### config.mk
export PLATFORM = sky130hd
export DESIGN_NAME = spi_flash_fetcher
export DESIGN_NICKNAME = d
export VERILOG_FILES = /design/src/rtl/spi_flash_fetcher_pkg.sv /design/src/rtl/wb_single_master.sv /design/src/rtl/spi_flash_fetcher.sv
export SDC_FILE = /design/constraint.sdc
export NUM_CORES = 1
export LEC_CHECK = 0
export ABC_AREA = 1
export BUFFER_PORTS_ARGS = -buffer_cell sky130_fd_sc_hd__buf_2
export CAP_MARGIN = 10
export CORE_MARGIN = 8
export CORE_UTILIZATION = 49
export DETAILED_ROUTE_END_ITERATION = 7
export PLACE_DENSITY = 0.76
export SLEW_MARGIN = 20
export SYNTH_ARGS = -nofsm -noshare
export SYNTH_HDL_FRONTEND = slang
export SYNTH_SLANG_ARGS = --single-unit
### constraint.sdc
create_clock -name clk_i -period 1.8 [get_ports clk_i]
set_input_delay 0.54 -clock clk_i [delete_from_list [all_inputs] [get_ports clk_i]]
set_output_delay 0.54 -clock clk_i [all_outputs]
set_load 0.02 [all_outputs]
### src/rtl/spi_flash_fetcher_pkg.sv
// Register map of the SPI flash reader peripheral (shared with the peripheral)
// and the fetcher state encoding.
`ifndef SPIMEM_REGS_DEFINED
`define SPIMEM_REGS_DEFINED
`define SPIMEM_CONTROL     0
`define SPIMEM_READ_ADDR   1
`define SPIMEM_READ_LENGTH 2
`endif

package spi_flash_fetcher_pkg;

  typedef enum logic [3:0] {
    S_IDLE,
    S_WR_ADDR,
    S_WR_LEN,
    S_WR_CTRL,
    S_POLL_WAIT,
    S_POLL,
    S_RD_WORD,
    S_EMIT,
    S_DONE
  } state_e;

endpackage

### src/rtl/wb_single_master.sv
// Classic Wishbone master: one single read or write per request pulse.
// Requests arriving while a cycle is open are ignored.
module wb_single_master #(
  parameter int ADDRESS_WIDTH = 16,
  parameter int DATA_WIDTH    = 32
) (
  input  logic                     clk_i,
  input  logic                     rst_i,
  input  logic                     req_i,
  input  logic                     req_we_i,
  input  logic [ADDRESS_WIDTH-1:0] req_adr_i,
  input  logic [DATA_WIDTH-1:0]    req_dat_i,
  output logic [ADDRESS_WIDTH-1:0] adr_o,
  output logic [DATA_WIDTH-1:0]    dat_o,
  output logic                     we_o,
  output logic                     stb_o,
  output logic                     cyc_o,
  input  logic                     ack_i,
  input  logic [DATA_WIDTH-1:0]    dat_i,
  output logic                     ack_o,
  output logic [DATA_WIDTH-1:0]    rd_dat_o
);

  logic                     cyc_q, cyc_d;
  logic                     we_q, we_d;
  logic [ADDRESS_WIDTH-1:0] adr_q, adr_d;
  logic [DATA_WIDTH-1:0]    dat_q, dat_d;

  always_comb begin
    // NOTE: every signal gets a default first so no path leaves it unassigned (no latch).
    cyc_d = cyc_q;
    we_d  = we_q;
    adr_d = adr_q;
    dat_d = dat_q;
    if (cyc_q) begin
      if (ack_i) cyc_d = 1'b0;
    end else if (req_i) begin
      cyc_d = 1'b1;
      we_d  = req_we_i;
      adr_d = req_adr_i;
      dat_d = req_dat_i;
    end
  end

  always_ff @(posedge clk_i) begin
    // NOTE: sequential state uses <= so every flop samples pre-edge values.
    if (rst_i) begin
      cyc_q <= 1'b0;
      we_q  <= 1'b0;
      adr_q <= '0;
      dat_q <= '0;
    end else begin
      cyc_q <= cyc_d;
      we_q  <= we_d;
      adr_q <= adr_d;
      dat_q <= dat_d;
    end
  end

  assign cyc_o    = cyc_q;
  assign stb_o    = cyc_q;
  assign we_o     = we_q;
  assign adr_o    = adr_q;
  assign dat_o    = dat_q;
  assign ack_o    = cyc_q & ack_i;
  assign rd_dat_o = dat_i;

endmodule

### src/rtl/spi_flash_fetcher.sv
// Programs the SPI flash reader, polls it to completion, then streams its
// word buffer out on a valid/ready interface.
module spi_flash_fetcher
  import spi_flash_fetcher_pkg::*;
#(
  parameter int                       ADDRESS_WIDTH = 16,
  parameter int                       DATA_WIDTH    = 32,
  parameter int                       DATA_BYTES    = 4,
  parameter logic [ADDRESS_WIDTH-1:0] REG_BASE      = 16'h0000,
  parameter logic [ADDRESS_WIDTH-1:0] MEM_BASE      = 16'h1000,
  parameter int                       POLL_GAP      = 4,
  parameter int                       POLL_LIMIT    = 1024
) (
  input  logic                     clk_i,
  input  logic                     rst_i,
  input  logic                     start_i,
  input  logic [15:0]              page_i,
  input  logic [8:0]               length_i,
  output logic                     busy_o,
  output logic                     done_o,
  output logic                     error_o,
  output logic [ADDRESS_WIDTH-1:0] adr_o,
  output logic [DATA_WIDTH-1:0]    dat_o,
  input  logic [DATA_WIDTH-1:0]    dat_i,
  output logic                     we_o,
  output logic [DATA_BYTES-1:0]    sel_o,
  output logic                     stb_o,
  output logic                     cyc_o,
  input  logic                     ack_i,
  output logic [2:0]               cti_o,
  output logic [DATA_WIDTH-1:0]    word_o,
  output logic                     word_valid_o,
  input  logic                     word_ready_i
);

  localparam int CNT_W = $clog2(POLL_LIMIT + 1);
  localparam int GAP_W = $clog2(POLL_GAP + 1);
  localparam logic [ADDRESS_WIDTH-1:0] ADR_CTRL  = ADDRESS_WIDTH'(REG_BASE + `SPIMEM_CONTROL);
  localparam logic [ADDRESS_WIDTH-1:0] ADR_RADDR = ADDRESS_WIDTH'(REG_BASE + `SPIMEM_READ_ADDR);
  localparam logic [ADDRESS_WIDTH-1:0] ADR_RLEN  = ADDRESS_WIDTH'(REG_BASE + `SPIMEM_READ_LENGTH);

  state_e                   state_q;
  logic                     busy_q, done_q, error_q, valid_q;
  logic [15:0]              page_q;
  logic [8:0]               len_q, idx_q;
  logic [CNT_W-1:0]         poll_q, poll_inc;
  logic [GAP_W-1:0]         gap_q;
  logic [DATA_WIDTH-1:0]    word_q;
  logic                     pending_q, req_q, req_we_q;
  logic [ADDRESS_WIDTH-1:0] req_adr_q;
  logic [DATA_WIDTH-1:0]    req_dat_q;
  logic                     bus_ack;
  logic [DATA_WIDTH-1:0]    bus_rdat;

  logic                     acc_en, acc_we;
  logic [ADDRESS_WIDTH-1:0] acc_adr;
  logic [DATA_WIDTH-1:0]    acc_dat;

  // Bus access implied by the current state; issued once per state visit.
  always_comb begin
    acc_en  = 1'b0;
    acc_we  = 1'b0;
    acc_adr = '0;
    acc_dat = '0;
    case (state_q)
      S_WR_ADDR: begin
        acc_en = 1'b1; acc_we = 1'b1; acc_adr = ADR_RADDR;
        acc_dat = DATA_WIDTH'({8'h00, page_q, 8'h00});
      end
      S_WR_LEN: begin
        acc_en = 1'b1; acc_we = 1'b1; acc_adr = ADR_RLEN;
        acc_dat = DATA_WIDTH'(len_q);
      end
      S_WR_CTRL: begin
        acc_en = 1'b1; acc_we = 1'b1; acc_adr = ADR_CTRL;
        acc_dat = DATA_WIDTH'(1);
      end
      S_POLL:    begin acc_en = 1'b1; acc_adr = ADR_CTRL; end
      S_RD_WORD: begin acc_en = 1'b1; acc_adr = MEM_BASE + ADDRESS_WIDTH'(idx_q); end
      default: ;
    endcase
  end

  always_comb begin
    poll_inc = (poll_q == '1) ? poll_q : poll_q + 1'b1;
  end

  always_ff @(posedge clk_i) begin
    if (rst_i) begin
      state_q   <= S_IDLE;
      busy_q    <= 1'b0;
      done_q    <= 1'b0;
      error_q   <= 1'b0;
      valid_q   <= 1'b0;
      page_q    <= '0;
      len_q     <= '0;
      idx_q     <= '0;
      poll_q    <= '0;
      gap_q     <= '0;
      word_q    <= '0;
      pending_q <= 1'b0;
      req_q     <= 1'b0;
      req_we_q  <= 1'b0;
      req_adr_q <= '0;
      req_dat_q <= '0;
    end else begin
      req_q  <= 1'b0;
      done_q <= 1'b0;
      // The request is a registered pulse, so the cycle after each ack is always bus-idle.
      if (acc_en && !pending_q) begin
        req_q     <= 1'b1;
        req_we_q  <= acc_we;
        req_adr_q <= acc_adr;
        req_dat_q <= acc_dat;
        pending_q <= 1'b1;
      end
      if (bus_ack) pending_q <= 1'b0;

      case (state_q)
        S_IDLE: if (start_i) begin
          error_q <= 1'b0;
          if (length_i != '0) begin
            busy_q  <= 1'b1;
            page_q  <= page_i;
            len_q   <= length_i;
            state_q <= S_WR_ADDR;
          end else begin
            done_q <= 1'b1;
          end
        end
        S_WR_ADDR: if (bus_ack) state_q <= S_WR_LEN;
        S_WR_LEN:  if (bus_ack) state_q <= S_WR_CTRL;
        S_WR_CTRL: if (bus_ack) begin
          poll_q  <= '0;
          gap_q   <= '0;
          state_q <= S_POLL_WAIT;
        end
        S_POLL_WAIT: begin
          if (gap_q == GAP_W'(POLL_GAP - 1)) begin
            gap_q   <= '0;
            state_q <= S_POLL;
          end else begin
            gap_q <= gap_q + 1'b1;
          end
        end
        S_POLL: if (bus_ack) begin
          poll_q <= poll_inc;
          if (!bus_rdat[0]) begin
            idx_q   <= '0;
            state_q <= S_RD_WORD;
          end else if (poll_inc < CNT_W'(POLL_LIMIT)) begin
            state_q <= S_POLL_WAIT;
          end else begin
            error_q <= 1'b1;
            done_q  <= 1'b1;
            busy_q  <= 1'b0;
            state_q <= S_IDLE;
          end
        end
        S_RD_WORD: if (bus_ack) begin
          word_q  <= bus_rdat;
          valid_q <= 1'b1;
          state_q <= S_EMIT;
        end
        S_EMIT: if (word_ready_i) begin
          valid_q <= 1'b0;
          if (idx_q == len_q - 9'd1) begin
            done_q  <= 1'b1;
            busy_q  <= 1'b0;
            state_q <= S_DONE;
          end else begin
            idx_q   <= idx_q + 9'd1;
            state_q <= S_RD_WORD;
          end
        end
        S_DONE:  state_q <= S_IDLE;
        default: state_q <= S_IDLE;
      endcase
    end
  end

  wb_single_master #(
    .ADDRESS_WIDTH(ADDRESS_WIDTH),
    .DATA_WIDTH   (DATA_WIDTH)
  ) u_wb (
    .clk_i    (clk_i),
    .rst_i    (rst_i),
    .req_i    (req_q),
    .req_we_i (req_we_q),
    .req_adr_i(req_adr_q),
    .req_dat_i(req_dat_q),
    .adr_o    (adr_o),
    .dat_o    (dat_o),
    .we_o     (we_o),
    .stb_o    (stb_o),
    .cyc_o    (cyc_o),
    .ack_i    (ack_i),
    .dat_i    (dat_i),
    .ack_o    (bus_ack),
    .rd_dat_o (bus_rdat)
  );

  assign busy_o       = busy_q;
  assign done_o       = done_q;
  assign error_o      = error_q;
  assign word_o       = word_q;
  assign word_valid_o = valid_q;
  assign sel_o        = '1;
  assign cti_o        = 3'b000;

endmodule

==> flow_summary.ini <==
[die]
die_area_sq_um = 18100
rows = 43
core_sq_um = 13800
num_io_pins = 156
die_w_um = 134
die_h_um = 134
start_util = 0.498

[power]
combPwrFrac = 0.304
seq_power_share = 0.379
leakage_nw = 3.94
swShare = 0.349
switching_power_mw = 4.02
clkPwrFrac = 0.317
pwr_density_cell_nw_per_um2 = 1300
finalPower_mw = 11.5
internal_power_mw = 7.49
ir_drop_v = 0.000683

[setup_path]
cp_data_arrival_time_ns = 2.22
critPathCaptureType = flop
crit_path_start_kind = flop
critPathRequiredTime_ns = 2.12
crit_type = flop to flop
crit_path_max_fanout = 10

[timing]
relSlewSlack = 0.581
finalClockSkew_ns = 0.00803
period_share = 1.05
tightestPinTransition_ns = 0.628
drv_slew = 0
rsz0062_at_grt = true
setup_slack_ns = -0.0980
finalSetupViolCount = 13
finalHoldViolations = 0
period_needed_ns = 1.90
clock.fmax_mhz = 527

[logic_synthesis]
synth_fa_ha_area_frac = 0.00729
async_reset_ff_frac = 0
yosysSeqAreaShare = 0.469
synth_compound_area_frac = 0.192
synth-xor-area-share = 0.0140
syn-cell-area_sq_um = 6870
yosys_register_bits = 161
synth_top_family_by_area = compound AO/OA/AOI/OAI gates
yosys-mux-area-fraction = 0
synthSimpleGateAreaFrac = 0.191
synth_area_per_cell_sq_um = 7.33
yosys_warnings = 0
synthFlopType = dfxtp_1
synthCells = 936
synth_edf_count = 0
synth_cell_types = 36

[place]
dp.final_hpwl_mm = 12.3
gp_congestion = 0.937
placed_cells = 1269
port-buffer-count = 134

[route]
drt_iter0_markers = 413
dr.pass1.iters = 5
vias = 6426
wl_per_cell_um = 13.5
drcViolationCount = 0
vias_per_cell = 4.93
wl_mm = 17.6
drtAntennaViolNets = 0

[final_layout]
stdcell_count = 1304
final_nets = 1177
num_antenna_cells = 0
post-route-util = 0.642
area_growth_pct = 28.7
drive_gt1_frac = 0.270

[clock_network]
cts_buffer_depth = 2
cts_tree = built
cts_buffers = 17
cts.sinks = 161
cts.htree.levels = 4
path_clk_slew_ns = 0.06
cts_root_buf = clkbuf_16
clock_latency_ns = 0.43

[status]
violations = setup timing
status = finished with violations

[global_route]
grt_pass1_wl_mm = 28.8
grt_antenna_before_repair = 0
grt_overflow = 0
grt_max_degree = 65
grt_use_total = 0.194
first_global_vias = 6170

[worst_hold_path]
hp-class = input port to flop

[job]
drv_cap = 0
registers in the layout, indices dropped and copies added (netlist names), 3 cells and up:
| name | count |
|---|---|
| len_q | 9 |
| req_dat_q | 24 |
| u_wb.adr_o | 10 |
| word_o | 32 |
| page_q | 16 |
| poll_q | 11 |
| gap_q | 3 |
| state_q | 4 |
| req_adr_q | 10 |
| u_wb.dat_o | 24 |
| idx_q | 9 |
per-layer routing:
metal | global-route usage | vias to the layer above | routed length (um)
met3 | 0.0759 | 26 | 1580
met4 | 0.0780 | 0 | 363
li1 | - | 3317 | -
met1 | 0.229 | 2871 | 7630
met5 | 0 | - | 0
met2 | 0.309 | 212 | 8050
synthesized netlist by cell type (4+ instances only):
cell      instances  area (sq um)
xor2_1            6          52.6
o22ai_2           9           113
buf_2             4          20.0
o21ai_0         104           521
nand3_1          45           225
inv_1           128           480
a21oi_1         111           556
dfxtp_1         161          3220
inv_2            11          41.3
xnor2_1           5          43.8
buf_4            22           165
nor2_1          113           424
nand2_1         132           495
clkbuf_1         37           139
o22ai_1           6          37.5
o31ai_1           7          52.6
ha_1              4          50.1
nand4_1           4          25.0
power by group through the flow:
stage / clock network, mW / logic, mW / registers, mW
6_report: 3.65 / 3.51 / 4.36
4_1_cts: 3.71 / 3.43 / 4.35
2_1_floorplan: 0 / 1.89 / 4.75
3_3_place_gp: 0 / 3.31 / 4.41
3_5_place_dp: 0 / 3.37 / 4.42
5_1_grt: 3.86 / 3.89 / 4.41
final timing paths:
check | start | to | slack [ns] | depth (start not counted)
hold / removal | dat_i[20] | word_o[20]$_SDFFE_PP0P_ | 0.39 | 3
setup / recovery | len_q[0]$_SDFFE_PP0P_ | idx_q[0]$_SDFFE_PP0P_ | -0.1 | 13
setup reg to reg | len_q[0]$_SDFFE_PP0P_ | idx_q[0]$_SDFFE_PP0P_ | -0.1 | 13
hold reg to reg | word_o[20]$_SDFFE_PP0P_ | word_o[20]$_SDFFE_PP0P_ | 0.44 | 2
cell families after synthesis:
group                      after synthesis
AOI/OAI and AO/OA                      242
xor gates and xnor gates                11
adders and majority gates                4
buffers and inverters                  204
DFF                                    161
other                                    2
and+or+nand+nor                        312
critical path: stages (launching register included):
cell and delay, ns:
dfxtp_2 0.34, inv_2 0.05, ha_4 0.16, nand2_1 0.10
nor2_1 0.09, nand3_1 0.11, nand2_1 0.07, nor2_1 0.14
nand3_2 0.11, o21bai_2 0.20, nand2_2 0.11, buf_6 0.15
a21oi_2 0.11, nor2_1 0.05
area by class of cell:
class	instances	area [sq um]
clock buffer	19	453
sequential	161	3230
tap	180	225
timing repair buffer	202	1260
inverter	139	522
fill	1210	4940
clock inverter	13	149
multi-input combinational	590	2990
repair_timing:
item	4_1_cts	5_1_grt
hold endpoints to repair	0	0
hold buffers	0	0
gates resized for setup	17	30
setup endpoints to repair	35	46
setup buffers	0	4
pin swaps	6	11
placed cells by master (no fill, tap or decap), drive strengths merged, types with 3 or more instances in the layout:
| cell type | n |
|---|---|
| a21oi | 111 |
| buf | 202 |
| clkbuf | 19 |
| clkinv | 5 |
| conb | 21 |
| dfxtp | 161 |
| ha | 4 |
| inv | 144 |
| nand2 | 134 |
| nand3 | 46 |
| nand4 | 4 |
| nor2 | 116 |
| nor4 | 3 |
| o21ai | 104 |
| o22ai | 15 |
| o31ai | 7 |
| or2 | 4 |
| xnor2 | 5 |
| xor2 | 6 |
metrics by stage:
stage	setup TNS (ns)	hold slack (ns)	area, sq um	setup WS, ns
6_report	-0.815	0.388	8840	-0.0980
5_1_grt	-2.55	0.396	8840	-0.221
4_1_cts	-0.0155	0.371	8710	-0.0111
3_5_place_dp	-3.74	0.431	8060	-0.133
3_3_place_gp	-2.08	0.427	8060	-0.111
2_1_floorplan	0	0.418	6940	0.0181
Note: power is estimated with default switching activity, not from simulation.
